**src/rtl/timer_sched_pkg.sv**
```systemverilog
// Shared types for the multi-channel timer scheduler: command opcodes and
// interrupt arbiter states.
package timer_sched_pkg;

  typedef enum logic [1:0] {
    OP_ONESHOT  = 2'd0,
    OP_PERIODIC = 2'd1,
    OP_STOP     = 2'd2,
    OP_RSVD     = 2'd3
  } cmd_op_t;

  typedef enum logic {
    ARB_IDLE = 1'b0,
    ARB_IRQ  = 1'b1
  } arb_state_t;

endpackage

```
**src/rtl/tick_gen.sv**
```systemverilog
// Free-running prescaler: one-cycle tick every PERIOD clocks, never reset by
// commands.
module tick_gen #(
  parameter int PERIOD = 1000
) (
  input  logic clk,
  input  logic rst,
  output logic tick
);

  localparam int PW = $clog2(PERIOD);

  logic [PW-1:0] pcnt_q, pcnt_d;

  always_comb begin
    tick   = (pcnt_q == PW'(PERIOD - 1));
    pcnt_d = tick ? '0 : pcnt_q + PW'(1);
  end

  always_ff @(posedge clk or negedge rst) begin
    if (!rst) pcnt_q <= '0;
    else      pcnt_q <= pcnt_d;
  end

endmodule

```
**src/rtl/timer_sched.sv**
```systemverilog
// NCH countdown channels sharing one prescaler; expiries are presented to the
// CPU one at a time through a round-robin irq/irq_ack arbiter.
module timer_sched
  import timer_sched_pkg::*;
#(
  parameter int NCH    = 4,
  parameter int WIDTH  = 16,
  parameter int PERIOD = 1000,
  localparam int CW    = $clog2(NCH)
) (
  input  logic             clk,
  input  logic             rst,
  input  logic             cmd_valid,
  output logic             cmd_ready,
  input  logic [1:0]       cmd_op,
  input  logic [CW-1:0]    cmd_ch,
  input  logic [WIDTH-1:0] cmd_data,
  input  logic [CW-1:0]    rd_ch,
  output logic [WIDTH-1:0] rd_counter,
  output logic [NCH-1:0]   active,
  output logic [NCH-1:0]   overrun,
  output logic             irq,
  output logic [CW-1:0]    irq_ch,
  input  logic             irq_ack
);

  logic                            tick;
  logic [NCH-1:0][WIDTH-1:0]       counter_q, counter_d, reload_q, reload_d;
  logic [NCH-1:0]                  periodic_q, periodic_d, active_q, active_d;
  logic [NCH-1:0]                  pending_q, pending_d, overrun_q, overrun_d;
  logic [NCH-1:0]                  cmd_sel;
  arb_state_t                      state_q, state_d;
  logic [CW-1:0]                   irq_ch_q, irq_ch_d, rr_ptr_q, rr_ptr_d;
  logic                            ack_fire;
  cmd_op_t                         op;

  tick_gen #(.PERIOD(PERIOD)) u_tick (.clk(clk), .rst(rst), .tick(tick));

  // First requester at or after ptr, wrapping; scanned backwards so the
  // nearest one wins.
  function automatic logic [CW-1:0] pick_rr(input logic [NCH-1:0] req,
                                            input logic [CW-1:0]  ptr);
    int idx;
    pick_rr = ptr;
    for (int k = NCH - 1; k >= 0; k--) begin
      idx = (int'(ptr) + k) % NCH;
      if (req[idx]) pick_rr = CW'(idx);
    end
  endfunction

  assign op         = cmd_op_t'(cmd_op);
  assign cmd_ready  = 1'b1;
  assign rd_counter = counter_q[rd_ch];
  assign active     = active_q;
  assign overrun    = overrun_q;
  assign irq        = (state_q == ARB_IRQ);
  assign irq_ch     = irq_ch_q;

  always_comb begin
    for (int i = 0; i < NCH; i++) cmd_sel[i] = cmd_valid && (cmd_ch == CW'(i));
  end

  always_comb begin
    state_d  = state_q;
    irq_ch_d = irq_ch_q;
    rr_ptr_d = rr_ptr_q;
    ack_fire = 1'b0;
    case (state_q)
      ARB_IDLE: if (|pending_q) begin
        irq_ch_d = pick_rr(pending_q, rr_ptr_q);
        state_d  = ARB_IRQ;
      end
      ARB_IRQ: if (irq_ack) begin
        ack_fire = 1'b1;
        rr_ptr_d = (irq_ch_q == CW'(NCH - 1)) ? '0 : irq_ch_q + CW'(1);
        state_d  = ARB_IDLE;
      end
      default: state_d = ARB_IDLE;
    endcase
  end

  // A command to a channel overrides both the ack clear and a same-cycle expiry.
  always_comb begin
    counter_d  = counter_q;
    reload_d   = reload_q;
    periodic_d = periodic_q;
    active_d   = active_q;
    pending_d  = pending_q;
    overrun_d  = overrun_q;
    if (ack_fire) pending_d[irq_ch_q] = 1'b0;
    for (int i = 0; i < NCH; i++) begin
      if (cmd_sel[i] && (op == OP_ONESHOT || op == OP_PERIODIC)) begin
        counter_d[i]  = cmd_data;
        reload_d[i]   = cmd_data;
        periodic_d[i] = (op == OP_PERIODIC);
        overrun_d[i]  = 1'b0;
        active_d[i]   = (cmd_data != '0);
        pending_d[i]  = (cmd_data == '0);
      end else if (cmd_sel[i] && op == OP_STOP) begin
        active_d[i]  = 1'b0;
        pending_d[i] = 1'b0;
      end else if (tick && active_q[i]) begin
        if (counter_q[i] == WIDTH'(1)) begin
          pending_d[i] = 1'b1;
          if (pending_q[i]) overrun_d[i] = 1'b1;
          if (periodic_q[i]) begin
            counter_d[i] = reload_q[i];
          end else begin
            counter_d[i] = '0;
            active_d[i]  = 1'b0;
          end
        end else begin
          counter_d[i] = counter_q[i] - WIDTH'(1);
        end
      end
    end
  end

  always_ff @(posedge clk or negedge rst) begin
    if (!rst) begin
      counter_q  <= '0;
      reload_q   <= '0;
      periodic_q <= '0;
      active_q   <= '0;
      pending_q  <= '0;
      overrun_q  <= '0;
      state_q    <= ARB_IDLE;
      irq_ch_q   <= '0;
      rr_ptr_q   <= '0;
    end else begin
      counter_q  <= counter_d;
      reload_q   <= reload_d;
      periodic_q <= periodic_d;
      active_q   <= active_d;
      pending_q  <= pending_d;
      overrun_q  <= overrun_d;
      state_q    <= state_d;
      irq_ch_q   <= irq_ch_d;
      rr_ptr_q   <= rr_ptr_d;
    end
  end

endmodule

```
**config.mk**
```make
export PLATFORM = sky130hd
export DESIGN_NAME = timer_sched
export DESIGN_NICKNAME = d
export VERILOG_FILES = /design/src/rtl/timer_sched_pkg.sv /design/src/rtl/tick_gen.sv /design/src/rtl/timer_sched.sv
export SDC_FILE = /design/constraint.sdc
export NUM_CORES = 1
export LEC_CHECK = 0
export CAP_MARGIN = 20
export CELL_PAD_IN_SITES_DETAIL_PLACEMENT = 2
export CELL_PAD_IN_SITES_GLOBAL_PLACEMENT = 2
export CORE_MARGIN = 4
export CORE_UTILIZATION = 34
export DETAILED_ROUTE_END_ITERATION = 16
export MAX_ROUTING_LAYER = met4
export PLACE_DENSITY = 0.88
export RECOVER_POWER = 50
export SLEW_MARGIN = 10
export SYNTH_ARGS = -nofsm -noshare
export SYNTH_HDL_FRONTEND = slang
export SYNTH_SLANG_ARGS = --single-unit
```
**constraint.sdc**
```tcl
create_clock -name clk -period 2.4 [get_ports clk]
set_input_delay 0.36 -clock clk [delete_from_list [all_inputs] [get_ports clk]]
set_output_delay 0.36 -clock clk [all_outputs]
set_load 0.02 [all_outputs]
```
==> summary.txt, run 1 <==
Cells and area
  – Final standard cell utilization of the core: 46.61%
  – Final net count: roughly 1300
  – Proportion of layout cells with a drive suffix above 1: 26.14%
  – Non-filler instance count after layout: 1591
  – Post-synthesis to final-layout area growth: 34.88%

Drt
  – Final routed wire length divided by cell count: 35.37 µm
  – Number of DRC violations after detailed routing: 0
  – Met3 wire length: 5.207 mm
  – Detail Route Antenna Nets: 0
  – Met2 Routed Length: 26.21 mm
  – Top sig layer: met4
  – Number of DRC markers in iteration 0: 1435
  – Via-per-instance ratio: approximately 7.0
  – Detailed-routing wirelength on met1: a little over 20 mm
  – WL final: about 56 mm
  – Count of TritonRoute iterations in the first routing pass: 6
  – Routed vias: 11100

Synthesis
  – Sequential fraction of the synthesis area: 42.84%
  – Mapped Area: 9288 µm²
  – Net count of the mapped netlist: around 1100
  – Count of cell types in the netlist: 74
  – Flops & latches, synth: 159
  – Warning count from the yosys run: 0
  – Async set or reset register ratio after synthesis: 100.0%
  – Post-Syn Instances: 1055
  – Primary FF master, synth: sky130_fd_sc_hd__dfrtp_1
  – Synthesized area per cell: 8.803 µm²
  – Number of enable-type register cells in the synthesized netlist: 0

Timing
  – RSZ-0062 raised after global routing: yes
  – Part of the cycle the worst path needs: 107.5%
  – Sum of negative setup slack: -0.9502 ns
  – Clock period minus final worst setup slack: around 2.6 ns
  – Worst-case setup margin in the final layout: -0.1793 ns
  – FMAX: around 0.39 GHz
  – Max-slew violation total from the final report: 63
  – Worst slew margin relative to its limit: -21.73%
  – Final setup violation count: 19
  – Worst clock skew on the final layout: 0.02350 ns
  – Actual transition at the worst max-transition pin: 1.826 ns
  – Hold WS: 0.4889 ns
  – Final-report hold violation count: 0

Worst setup path
  – Crit path capture type: register
  – Largest driver fanout on the critical path: 9
  – Startpoint Class: register
  – Crit path required time: 2.73 ns
  – Worst reg2reg path startpoint: counter_q[9]
  – Type of the worst setup path: register to register
  – Setup slack of the most critical reg-to-reg path: -0.18 ns
  – Worst flop-to-flop path endpoint: counter_q[10]
  – Data arrival at the endpoint of the critical path: 2.91 ns
  – Cells on worst reg2reg path: 7

Clocking
  – Clk slew on worst S/H paths: 0.09 ns
  – Clk Latency, worst-skew pair: 0.47 ns
  – TritonCTS buffer count: 17
  – TritonCTS clock tree: yes
  – Clock tree sinks: 159
  – Maximum level of the CTS H-tree: 4
  – Root cell of the clock tree: sky130_fd_sc_hd__clkbuf_16
  – Buffers from clock root to sink, at most: 2

Die
  – Width of the die: 173.3 µm
  – Standard cell core area: 26880 µm²
  – Die span in y: 173.3 µm
  – Rows: 60
  – Top-level port count: 54
  – Starting Density: about a third
  – DIE AREA: 30020 µm²

Placed design
  – Count of input and output buffers: 52
  – DP Worst Slack: -0.2013 ns
  – Post-DP HPWL: 34.22 mm
  – Placed Cells incl. Taps: around 1500
  – Global placer's final weighted congestion: 0.9708

Global routing
  – Pin count of the biggest net entering global routing: 64
  – Number of antenna violations at the first check in global routing: 3
  – Total global routing overflow: 0
  – First-pass GRT wire length: between 80 and 90 mm
  – Total global-route track usage: 36.56%
  – Vias in the first global route: 11790

Power
  – Power density relative to cell area: 945.6 nW/µm²
  – Leak: approximately 0.0054 µW
  – Worst IR drop on VDD: about 450 µV

Hold path
  – End point of the worst hold path: reload_q[23]
  – Min-delay src: reload_q[23]
  – Type of the worst min-delay path: register to register
  – Instance count along the most critical hold path: 1

Status
  – Result of the run: complete, but fails checks
  – Violated checks: capacitance limit, slew limit, setup timing

Flow run
  – Number of violations of the max-capacitance limit: 1
==> cell families after synthesis <==
group,Yosys count,share of synthesized area [%]
other,1,0.04038
adder cells (fa/ha/maj),13,1.751
AND/OR/NAND/NOR,482,25.39
XOR/XNOR,7,0.6601
multiplexers,18,4.122
buffers and inverters,99,4.271
flip-flops,159,42.84
AO/OA/AOI/OAI,276,20.92
==> routing by layer <==
layer  vias up  track usage [%]
met5         -                -
met4         0            22.98
met3       299            8.877
met2       816            57.08
met1      5711            42.40
li1       4272                -
==> layout make-up <==
type,instances,area [µm²]
inverters,21,78.83
well taps,341,426.7
diodes,3,7.507
flip-flops and latches,159,3980
clock buffers,19,442.9
repair buffers,238,2110
fillers,2835,14350
clock inverters,13,127.6
multi-input cells,797,5354
==> power by group <==
group          total, µW  internal (µW)  leakage (µW)  switching, µW
Combinational       4740           1880       0.00319           2870
Clock               2900           1480      0.000271           1420
Sequential          4200           3290       0.00198            905
==> how the worst max path moves through the flow <==
stage,from,slack [ns],to
global route,counter_q[9],-0.19,counter_q[10]
finish,counter_q[9],-0.18,counter_q[10]
detailed placement,cmd_op[1],-0.20,counter_q[34]
CTS,counter_q[33],-0.06,counter_q[44]
floorplan,counter_q[17],0.02,counter_q[22]
global placement,rd_ch[1],-0.13,rd_counter[4]
==> synth_stat cells (6+ instances only) <==
master                      instances  share of area (%)
sky130_fd_sc_hd__or3_1             11               0.74
sky130_fd_sc_hd__nor2_1            68                2.7
sky130_fd_sc_hd__a221oi_1          22                2.1
sky130_fd_sc_hd__nand2b_1           6               0.40
sky130_fd_sc_hd__o41ai_1            6               0.57
sky130_fd_sc_hd__o31ai_1           13                1.1
sky130_fd_sc_hd__a21o_1             9               0.73
sky130_fd_sc_hd__nand3_1           20                1.1
sky130_fd_sc_hd__o21ai_0           70                3.8
sky130_fd_sc_hd__buf_2             11               0.59
sky130_fd_sc_hd__a21oi_1           32                1.7
sky130_fd_sc_hd__o22ai_1            9               0.61
sky130_fd_sc_hd__clkbuf_1          60                2.4
sky130_fd_sc_hd__nand4_1            9               0.61
sky130_fd_sc_hd__or4_1             12               0.97
sky130_fd_sc_hd__and2_1            12               0.81
sky130_fd_sc_hd__nand2_1          227                9.2
sky130_fd_sc_hd__dfrtp_1          159                 43
sky130_fd_sc_hd__a211oi_1           9               0.73
sky130_fd_sc_hd__and3_1             6               0.40
sky130_fd_sc_hd__a31oi_1           15                1.0
sky130_fd_sc_hd__mux4_2            16                3.9
sky130_fd_sc_hd__nor4_1            27                1.8
sky130_fd_sc_hd__a22o_1             7               0.66
sky130_fd_sc_hd__nor3_1            30                1.6
sky130_fd_sc_hd__ha_1              13                1.8
sky130_fd_sc_hd__nor4b_1            6               0.57
sky130_fd_sc_hd__or2_2             10               0.67
sky130_fd_sc_hd__o2bb2ai_1         32                3.0
sky130_fd_sc_hd__inv_1             21               0.85
sky130_fd_sc_hd__a311oi_1          13                1.2
sky130_fd_sc_hd__o211ai_1           7               0.57
==> metrics by stage <==
stage | power [µW] | area [µm²]
global placement | 7840 | 11450
finish | 11850 | 12530
CTS | 11290 | 12250
detailed placement | 8201 | 11450
floorplan | 5844 | 9305
global route | 12160 | 12530
==> critical path, stage by stage (launching register included) <==
cell and delay, ns:
sky130_fd_sc_hd__dfrtp_1 0.46, sky130_fd_sc_hd__buf_6 0.15, sky130_fd_sc_hd__or4_4 0.49, sky130_fd_sc_hd__nor4_4 0.41, sky130_fd_sc_hd__and3_1 0.29, sky130_fd_sc_hd__buf_12 0.16
sky130_fd_sc_hd__a221oi_1 0.10, sky130_fd_sc_hd__o2bb2ai_1 0.38
==> state kept, by name, summed over array words and instances, names as in the netlist <==
register and cells:
irq_ch 2, active 4, periodic_q 4, pending_q 4, reload_q 64, overrun 4, counter_q 64, irq 1
rr_ptr_q 2, u_tick.pcnt_q 10
==> cell usage in the layout, fill, tap and decap left out, drive strengths merged, types with 7 or more instances in the layout <==
cell,n
dlygate4sd2,15
and2,12
o31ai,13
nand4,9
a22o,7
a221oi,23
a31oi,15
clkbuf,20
or4,13
ha,13
nor4,31
or3,11
nor2,69
mux4,16
a311oi,13
buf,185
clkdlybuf4s50,35
dfrtp,159
a21o,9
o22ai,9
nand3,20
o2bb2ai,32
nand2,227
nor3,31
o21ai,72
o211ai,7
a211oi,9
or2,10
inv,26
a21oi,32
==> repair_timing <==
item,CTS,global route
endpoints found under the hold margin,60,0
resized for setup,55,69
pin swaps,12,25
setup buffers,9,4
setup endpoints to repair,73,53
hold buffers,1,0
(Power assumes the default switching activity.)
==> inputs of run 2 (changes only) <==
Settings changed: CORE_UTILIZATION 34 to 40, DONT_BUFFER_PORTS from default to 1, PLACE_DENSITY 0.88 to 0.91.
Clock period 2.4 ns to 2.9 ns, I/O delays scaled along.
==> summary.txt, run 2 (synthesized netlist as in run 1, its figures left out) <==
Timing
  – Max-slew violation total from the final report: 32
  – Final-report hold violation count: ~160
  – Worst clock skew on the final layout: between 0.01 and 0.015 ns
  – Clock period minus final worst setup slack: 2.876 ns
  – Sum of negative setup slack: 0 ns
  – Final setup violation count: 0
  – Worst slew margin relative to its limit: -9.522%
  – FMAX: 0.3476 GHz
  – Part of the cycle the worst path needs: 99.19%
  – Actual transition at the worst max-transition pin: approximately 1.6 ns
  – Hold WS: -0.3394 ns

Power
  – Design internal power: 5056 µW
  – Leak: roughly 0.0044 µW
  – Worst IR drop on VDD: 493.8 µV
  – Reported net switching power: 3672 µW
  – Power density relative to cell area: 846.3 nW/µm²
  – Sw frac: between 40% and 50%
  – Gate power share: 28.1%
  – Portion of total power attributed to sequential cells: 42.6%
  – Part of the power in the clock network: 29.3%

Die
  – DIE AREA: 25720 µm²
  – Rows: 55
  – Die span in y: 160.4 µm
  – Width of the die: between 150 and 200 µm
  – Starting Density: roughly 41%
  – Top-level port count: 54
  – Standard cell core area: 22710 µm²

Clocking
  – TritonCTS clock tree: yes
  – TritonCTS buffer count: 17
  – Buffers from clock root to sink, at most: 2
  – Root cell of the clock tree: sky130_fd_sc_hd__clkbuf_16
  – Clk Latency, worst-skew pair: ~0.47 ns
  – Clock tree sinks: 159
  – Maximum level of the CTS H-tree: 4
  – Post-CTS setup repair buffer count: 0
  – Clk slew on worst S/H paths: 0.08 ns

Global routing
  – First-pass GRT wire length: 69.83 mm
  – Pin count of the biggest net entering global routing: between 150 and 200
  – Vias in the first global route: 10610
  – Total global routing overflow: 0
  – Number of antenna violations at the first check in global routing: 1
  – Total global-route track usage: 36.76%

Cells and area
  – Post-synthesis to final-layout area growth: 11.05%
  – Most common cell after layout, fill and taps aside: sky130_fd_sc_hd__nand2_1
  – Commonest non-fill, non-tap cells in the layout: 227 x sky130_fd_sc_hd__nand2_1, 159 x sky130_fd_sc_hd__dfrtp_1, 70 x sky130_fd_sc_hd__o21ai_0
  – Final Cell Area: 10310 µm²
  – Proportion of layout cells with a drive suffix above 1: 11.62%
  – Registers with the highest flip-flop counts: counter_q x64, reload_q x64, u_tick.pcnt_q x10
  – Final net count: 1076

Worst setup path
  – Type of the worst setup path: register to register
  – Setup slack of the most critical reg-to-reg path: 0.02 ns
  – Series of cell instances along the critical path: inv_1 -> ha_1 -> or4b_2 -> nor4_4 -> buf_4 -> or2_2 -> o21ai_0 -> o2bb2ai_1
  – Crit path capture type: register
  – Slowest stage cell on the critical path: sky130_fd_sc_hd__or4b_2
  – Cells on worst reg2reg path: 8
  – Delay of the slowest critical-path stage: ~0.7 ns
  – Worst setup path endpoint: counter_q[7]
  – Worst reg2reg path startpoint: counter_q[1]
  – Crit path required time: ~3.2 ns
  – Data arrival at the endpoint of the critical path: 3.21 ns
  – Largest driver fanout on the critical path: 8
  – Critical path launch point: counter_q[1]
  – Startpoint Class: register
  – Worst flop-to-flop path endpoint: counter_q[7]

Placed design
  – Count of input and output buffers: 0
  – DP Area: 9686 µm²
  – Post-DP HPWL: 28.09 mm
  – Global placer's final weighted congestion: 0.9016

Drt
  – Detailed-routing wirelength on met1: 17.19 mm
  – Detail Route Antenna Nets: 0
  – WL final: ~46 mm
  – Met3 wire length: ~4 mm
  – Met2 Routed Length: roughly 21 mm
  – Routed vias: 9894
  – Via-per-instance ratio: 7.395
  – Top sig layer: met4
  – Number of DRC violations after detailed routing: 0
  – Final routed wire length divided by cell count: 34.58 µm
  – Count of TritonRoute iterations in the first routing pass: 5
  – Number of DRC markers in iteration 0: 1200

Flow run
  – Number of violations of the max-capacitance limit: 1

Status
  – Violated checks: hold timing, capacitance limit, slew limit
  – Result of the run: complete, but fails checks

Hold path
  – Type of the worst min-delay path: input pin to asynchronous set/reset pin
==> run 2: layout make-up <==
cell class | count | area (µm²)
Sequential cell | 159 | 3979
Multi-Input combinational cell | 797 | 4956
Tap cell | 285 | 356.6
Timing Repair Buffer | 41 | 304.0
Fill cell | 2423 | 12400
Inverter | 21 | 78.83
Clock buffer | 19 | 452.9
Clock inverter | 13 | 178.9
Antenna cell | 3 | 7.507
==> run 2: worst max-delay path: cells and delay by family (launching register included) <==
kind / cells / cell delay [ns]
simple gates: 3 / 1.31
compound gates: 2 / 0.40
buf+inv: 2 / 0.37
fa+ha+maj: 1 / 0.20
flops: 1 / 0.46
==> run 2: per-stage QoR <==
step           worst slack [ns]  util [%]  hold WS, ns  total power, µW  cells
2_1_floorplan            0.3963         -       0.1394             4819   1055
3_3_place_gp             0.3389     42.65       0.1507             5603   1303
3_5_place_dp             0.2316     42.65       0.1498             5861   1303
4_1_cts                 0.08468     45.43      -0.3523             8604   1335
5_1_grt                -0.01729     45.39      -0.3540             9007   1336
6_report                0.02350     45.42      -0.3394             8729   1338
==> run 2: power groups by stage <==
stage / clock (µW) / combinational, µW / sequential (µW)
6_report: 2560 / 2450 / 3720
5_1_grt: 2670 / 2590 / 3740
4_1_cts: 2560 / 2390 / 3650
3_5_place_dp: 0 / 2230 / 3630
3_3_place_gp: 0 / 2030 / 3570
2_1_floorplan: 0 / 1610 / 3210
==> run 2: per-layer routing <==
layer,global-route usage [%],vias to the layer above
met5,-,-
met2,57.02,696
met4,23.97,0
met1,42.22,5072
met3,9.520,259
li1,-,3867
==> run 2: repair_timing <==
item	in CTS	in global routing
hold endpoints to repair	159	159
setup endpoints to repair	0	2
gates resized for setup	0	2
==> run 2: worst min-delay path by stage <==
stage	from	to	slack (ns)	cells after the start
after floorplan	rst	active[0]	0.14	0
after global placement	rst	reload_q[29]	0.15	0
after detailed placement	rst	periodic_q[1]	0.15	0
after CTS	rst	reload_q[19]	-0.35	0
after global routing	rst	reload_q[28]	-0.35	0
final	rst	reload_q[19]	-0.34	0
